`src/rtl/serial_mag_cmp_pkg.sv`:
```
// Shared types for the bit-serial magnitude comparator: FSM states,
// comparison results and the per-bit decision helper.
package cmp_pkg;

  typedef enum logic [1:0] {
    IDLE = 2'd0,
    RUN  = 2'd1,
    DONE = 2'd2
  } state_t;

  typedef enum logic [1:0] {
    LT = 2'd0,
    EQ = 2'd1,
    GT = 2'd2
  } result_t;

  // invert flips the sense of a differing pair, used for the sign bit of
  // two's complement operands where a set bit means the smaller value.
  function automatic result_t bit_result(input logic a_bit,
                                         input logic b_bit,
                                         input logic invert);
    result_t res;
    if (a_bit == b_bit) begin
      res = EQ;
    end else if (a_bit ^ invert) begin
      res = GT;
    end else begin
      res = LT;
    end
    return res;
  endfunction

endpackage

```
`src/rtl/serial_mag_cmp_if.sv`:
```
// Operand handshake and LED result bundle of the serial magnitude comparator.
interface serial_mag_cmp_if #(
  parameter int WIDTH = 8
);

  logic             in_valid;
  logic             in_ready;
  logic [WIDTH-1:0] op_a;
  logic [WIDTH-1:0] op_b;
  logic             out_valid;
  logic             led_r;
  logic             led_g;
  logic             led_b;

  modport master (
    output in_valid, op_a, op_b,
    input  in_ready, out_valid, led_r, led_g, led_b
  );

  modport slave (
    input  in_valid, op_a, op_b,
    output in_ready, out_valid, led_r, led_g, led_b
  );

endinterface

```
`src/rtl/serial_mag_cmp_rgb_encode.sv`:
```
// Combinational map from a comparison result to the {led_r, led_g, led_b}
// pattern: red = A<=B, green = A!=B, blue = A>=B.
module rgb_encode
  import cmp_pkg::*;
(
  input  result_t    res,
  output logic [2:0] rgb
);

  always_comb begin
    rgb = 3'b000;
    case (res)
      LT:      rgb = 3'b110;
      EQ:      rgb = 3'b101;
      GT:      rgb = 3'b011;
      default: rgb = 3'b000;
    endcase
  end

endmodule

```
`src/rtl/serial_mag_cmp.sv`:
```
// Bit-serial MSB-first magnitude comparator with early termination.
// Define CMP_SIGNED_EN to compare the operands as two's complement values.
module serial_mag_cmp
  import cmp_pkg::*;
#(
  parameter int WIDTH = 8
) (
  input  logic             clk,
  input  logic             rst,
  serial_mag_cmp_if.slave  bus
);

  localparam int IDX_W = $clog2(WIDTH);
  localparam logic [IDX_W-1:0] IDX_TOP = IDX_W'(WIDTH - 1);

`ifdef CMP_SIGNED_EN
  localparam logic SIGNED_EN = 1'b1;
`else
  localparam logic SIGNED_EN = 1'b0;
`endif

  state_t           state_q, state_d;
  logic [IDX_W-1:0] idx_q, idx_d;
  logic [WIDTH-1:0] a_q, a_d;
  logic [WIDTH-1:0] b_q, b_d;
  logic [2:0]       led_q;
  logic [2:0]       led_d;
  result_t          res_d;
  result_t          bit_res;
  logic             res_load;
  logic             in_ready;
  logic             at_top;

  assign in_ready = (state_q == IDLE) && !rst;
  assign at_top   = (idx_q == IDX_TOP);
  assign bit_res  = bit_result(a_q[idx_q], b_q[idx_q], SIGNED_EN && at_top);

  always_comb begin
    state_d  = state_q;
    idx_d    = idx_q;
    a_d      = a_q;
    b_d      = b_q;
    res_d    = EQ;
    res_load = 1'b0;
    case (state_q)
      IDLE: begin
        if (bus.in_valid && in_ready) begin
          a_d     = bus.op_a;
          b_d     = bus.op_b;
          idx_d   = IDX_TOP;
          state_d = RUN;
        end
      end
      RUN: begin
        if (bit_res != EQ) begin
          res_d    = bit_res;
          res_load = 1'b1;
          state_d  = DONE;
        end else if (idx_q == '0) begin
          res_d    = EQ;
          res_load = 1'b1;
          state_d  = DONE;
        end else begin
          idx_d = idx_q - 1'b1;
        end
      end
      DONE: begin
        state_d = IDLE;
      end
      default: begin
        state_d = IDLE;
      end
    endcase
  end

  rgb_encode u_rgb_encode (
    .res (res_d),
    .rgb (led_d)
  );

  // LEDs only change on the edge entering DONE, so a result persists
  // through the following IDLE/RUN cycles until the next one lands.
  always_ff @(posedge clk) begin
    if (rst) begin
      state_q <= IDLE;
      idx_q   <= IDX_TOP;
      a_q     <= '0;
      b_q     <= '0;
      led_q   <= 3'b000;
    end else begin
      state_q <= state_d;
      idx_q   <= idx_d;
      a_q     <= a_d;
      b_q     <= b_d;
      if (res_load) begin
        led_q <= led_d;
      end
    end
  end

  // Outputs are masked by rst so they read idle while reset is held,
  // including the cycle before the first reset edge lands.
  assign bus.in_ready  = in_ready;
  assign bus.out_valid = (state_q == DONE) && !rst;
  assign bus.led_r     = led_q[2] && !rst;
  assign bus.led_g     = led_q[1] && !rst;
  assign bus.led_b     = led_q[0] && !rst;

endmodule
```
`src/flat_wrapper.sv`:
```
// flat-port wrapper written by rule: the top's interface ports become plain ports
module serial_mag_cmp_flat import cmp_pkg::*;
#(
  parameter int WIDTH = 8
)
  (clk, rst, bus_in_valid, bus_op_a, bus_op_b, bus_in_ready, bus_out_valid, bus_led_r, bus_led_g, bus_led_b);
  serial_mag_cmp_if #(.WIDTH(WIDTH)) bus_i ();
  input  logic clk;
  input  logic rst;
  input wire logic [$bits(bus_i.in_valid)-1:0] bus_in_valid;
  input wire logic [$bits(bus_i.op_a)-1:0] bus_op_a;
  input wire logic [$bits(bus_i.op_b)-1:0] bus_op_b;
  output wire logic [$bits(bus_i.in_ready)-1:0] bus_in_ready;
  output wire logic [$bits(bus_i.out_valid)-1:0] bus_out_valid;
  output wire logic [$bits(bus_i.led_r)-1:0] bus_led_r;
  output wire logic [$bits(bus_i.led_g)-1:0] bus_led_g;
  output wire logic [$bits(bus_i.led_b)-1:0] bus_led_b;
  assign bus_i.in_valid = bus_in_valid;
  assign bus_i.op_a = bus_op_a;
  assign bus_i.op_b = bus_op_b;
  assign bus_in_ready = bus_i.in_ready;
  assign bus_out_valid = bus_i.out_valid;
  assign bus_led_r = bus_i.led_r;
  assign bus_led_g = bus_i.led_g;
  assign bus_led_b = bus_i.led_b;
  serial_mag_cmp #(.WIDTH(WIDTH)) u_core (.clk(clk), .rst(rst), .bus(bus_i));
endmodule
```
`config.mk`:
```
export PLATFORM = sky130hd
export DESIGN_NAME = serial_mag_cmp_flat
export DESIGN_NICKNAME = d
export VERILOG_FILES = /design/src/rtl/serial_mag_cmp_pkg.sv /design/src/rtl/serial_mag_cmp_if.sv /design/src/rtl/serial_mag_cmp_rgb_encode.sv /design/src/rtl/serial_mag_cmp.sv /design/src/flat_wrapper.sv
export SDC_FILE = /design/constraint.sdc
export NUM_CORES = 1
export LEC_CHECK = 0
export BUFFER_PORTS_ARGS = -buffer_cell sky130_fd_sc_hd__buf_2
export CELL_PAD_IN_SITES_DETAIL_PLACEMENT = 1
export CELL_PAD_IN_SITES_GLOBAL_PLACEMENT = 2
export CORE_MARGIN = 2
export CORE_UTILIZATION = 32
export CTS_CLUSTER_DIAMETER = 150
export CTS_CLUSTER_SIZE = 10
export DETAILED_ROUTE_END_ITERATION = 12
export GPL_ROUTABILITY_DRIVEN = 0
export PLACE_DENSITY_LB_ADDON = 0.1
export SYNTH_ARGS = -nofsm -noshare
export SYNTH_HDL_FRONTEND = slang
export SYNTH_HIERARCHICAL = 1
export SYNTH_SLANG_ARGS = --single-unit
```
`constraint.sdc`:
```
create_clock -name clk -period 2.75 [get_ports clk]
set_input_delay 0.275 -clock clk [delete_from_list [all_inputs] [get_ports clk]]
set_output_delay 0.275 -clock clk [all_outputs]
set_load 0.05 [all_outputs]
```
==> impl_metrics.yaml <==
run_status:
  status: "complete, no violations"
cells_and_area:
  area_growth_pct: 17.2
  fin_nets: 178
  ff_latch_area_um2: 482
  drive_above_1_share_pct: 23.2
  stdcell_area_um2: 1390
  fill_cells: 448
  antennaDiodeCount: 0
  final_core_util_pct: 38.5
  multi_input_area_um2: 649
  final_cells: 199
timing:
  fin_crit_ns: 2.56
  final.setup.tns_ns: 0
  hold_viol: 0
  tightest_slew_ns: 0.689
  final-setup-viol-count: 0
  period_share_pct: 93.0
  worst_slack_ns: 0.192
  timing.hold.ws_ns: 0.234
  max_slew_margin_pct: 53.8
  rsz0062_at_grt: "no"
  fmax_ghz: 0.391
  skew_ns: 0.00290
  maxSlewViolCount: 0
clock_network:
  post_cts_buffers: 0
  cts.sinks: 24
  cts_hold_buf: 0
  cts_tree: "done"
  clk_latency_ns: 0.27
  htreeDepth: 1
  cts.path.max_buffers: 2
  cts.clk_slew.worst_paths_ns: 0.09
  post_cts_resized: 0
  cts_root_buffer: "clkbuf_8"
  cts_buffers: 3
routing:
  via_per_inst: 4.78
  drc: 0
  wl_per_cell_um: 12.6
  first_pass_iters: 4
  drtIter0Drc: 23
  drtAntennaViolNets: 0
  vias: 951
  wl_um: 2500
synthesis:
  syn_inst: 131
  ys_seq_area_share_pct: 40.6
  syn_nets: 157
  ys_types: 29
  yosysTopAreaCellShare_pct: 40.6
  ys_seq_elements: 24
  postSynthAreaPerCell_um2: 9.04
  synth.area.top_cells: "dfxtp_1, nand2_1, mux4_1"
  synth_warnings: 6
  netlist_area_um2: 1180
  yosysTopAreaCell: "dfxtp_1"
placement:
  post_dp_cell_area_um2: 1330
  hpwl_um: 1860
  place_inst: 195
  port_buffers: 23
  post-place-ws_ns: 0.106
power_and_ir_drop:
  p_int_mw: 0.532
  power_density_nw_per_um2: 515
  leakage_nw: 0.617
  p_total_mw: 0.715
  p_seq_share_pct: 52.7
  switching_share_pct: 25.6
  power.share.clock_pct: 34.3
  ir_drop_mv: 0.167
  switching_power_mw: 0.183
  p_comb_share_pct: 13.0
critical_path:
  crit_path_start_kind: "register"
  path_class: "register to register"
  cp_data_arrival_time_ns: 2.70
  critical_path_required_ns: 2.90
  cp_max_fo: 7
  end_kind: "register"
floorplanning:
  io_pins: 24
  die_area_um2: 4200
  core.rowCount: 22
  initial_core_util_pct: 32.8
  die_y_um: 64.8
  core_um2: 3610
  die_w_um: 64.8
grt:
  antenna_found_initial: 0
  grt_pass1_vias: 920
  gr-usage-all-layers_pct: 13.3
  grt_max_degree: 30
  grt.overflow.total: 0
  grt_first_pass_wirelength_um: 4310
worst_hold_path:
  hold_class: "input pin to register"
flow_run:
  drv_cap: 0
[layout make-up]
cell class / instances / share of cell area (%)
multi-input combinational: 94 / 46.8
sequential: 24 / 34.7
tap: 48 / 4.33
timing repair buffer: 24 / 8.84
clock buffer: 4 / 3.97
inverter: 5 / 1.35
[final timing paths]
check / startpoint / endpoint / slack, ns / depth (start not counted)
worst max-delay path: u_core/idx_q[0]$_SDFFE_PP1P_ / u_core/led_q[2]$_SDFFE_PP0P_ / 0.19 / 9
worst min-delay path: bus_op_a[5] / u_core/a_q[5]$_SDFFE_PP0P_ / 0.23 / 3
worst max register to register: u_core/idx_q[0]$_SDFFE_PP1P_ / u_core/led_q[2]$_SDFFE_PP0P_ / 0.19 / 9
worst min register to register: u_core/a_q[2]$_SDFFE_PP0P_ / u_core/a_q[2]$_SDFFE_PP0P_ / 0.46 / 2
[power groups by stage]
stage | Combinational, mW | Clock [mW] | Sequential (mW)
after floorplan | 0.0728 | 0 | 0.378
after global placement | 0.0921 | 0 | 0.384
after detailed placement | 0.0951 | 0 | 0.385
after CTS | 0.0953 | 0.256 | 0.377
after global routing | 0.106 | 0.270 | 0.380
final | 0.0930 | 0.245 | 0.377
[critical path, stage by stage, from the launching register on]
cell and delay [ns]:
dfxtp_2 0.41, mux4_1 0.56, mux2_2 0.28, ha_1 0.34, nand2b_1 0.17, inv_1 0.07, ha_1 0.20, or2_1 0.22
mux2i_1 0.13, nor2_1 0.05
[cells in the final DEF (no fill, tap or decap)]
master,instances
a21oi_1,16
a21oi_2,1
a31oi_1,2
and2_1,2
and3_1,1
buf_2,23
buf_4,1
clkbuf_8,4
dfxtp_1,23
dfxtp_2,1
ha_1,7
inv_1,5
mux2_2,1
mux2i_1,4
mux4_1,4
nand2_1,32
nand2_2,1
nand2b_1,3
nor2_1,5
nor2b_1,4
nor3_1,1
nor3_2,1
nor3b_1,1
nor4_1,2
nor4b_4,1
o2111ai_1,1
o21ai_1,1
o21ba_2,1
o31ai_1,1
or2_1,1
[state kept, by name, indices dropped and copies added (netlist names)]
register,count
u_core/idx_q,3
u_core/b_q,8
u_core/led_q,3
u_core/state_q,2
u_core/a_q,8
[synthesized netlist by cell type]
| master | count |
|---|---|
| mux4_1 | 4 |
| o2111ai_1 | 1 |
| a31oi_1 | 2 |
| nor4b_2 | 1 |
| o21ba_2 | 1 |
| nor3_1 | 1 |
| and2_1 | 2 |
| buf_6 | 1 |
| nor2b_1 | 4 |
| o31ai_1 | 1 |
| nor3b_1 | 1 |
| nor4_1 | 2 |
| o21ai_1 | 1 |
| a21oi_2 | 1 |
| mux2i_1 | 4 |
| a21oi_1 | 16 |
| nor2_1 | 5 |
| nor3_2 | 1 |
| nand2_2 | 1 |
| ha_1 | 7 |
| or2_1 | 1 |
| inv_1 | 5 |
| and3_1 | 1 |
| dfxtp_1 | 24 |
| nand2_1 | 32 |
| buf_2 | 5 |
| mux2_2 | 1 |
| nand2b_1 | 3 |
| clkbuf_1 | 2 |
[cell families (layout without fill, tap and decap cells)]
group / Yosys count / in the layout / synth area share, %
mux: 9 / 9 / 13.2
buf+inv: 13 / 33 / 5.29
simple gates: 55 / 55 / 22.3
fa+ha+maj: 7 / 7 / 7.40
compound gates: 23 / 23 / 11.2
flops: 24 / 24 / 40.6
[per-layer routing]
| metal | part of all wire (%) | global-route usage [%] | vias up | wire length [um] |
|---|---|---|---|---|
| met1 | 48 | 17.4 | 445 | 1210 |
| li1 | - | - | 484 | - |
| met3 | 3.5 | 2.08 | 5 | 87 |
| met4 | 1.5 | 5.59 | 0 | 38 |
| met2 | 47 | 21.6 | 17 | 1170 |
| met5 | 0 | 0 | - | 0 |
(Power assumes the default switching activity.)
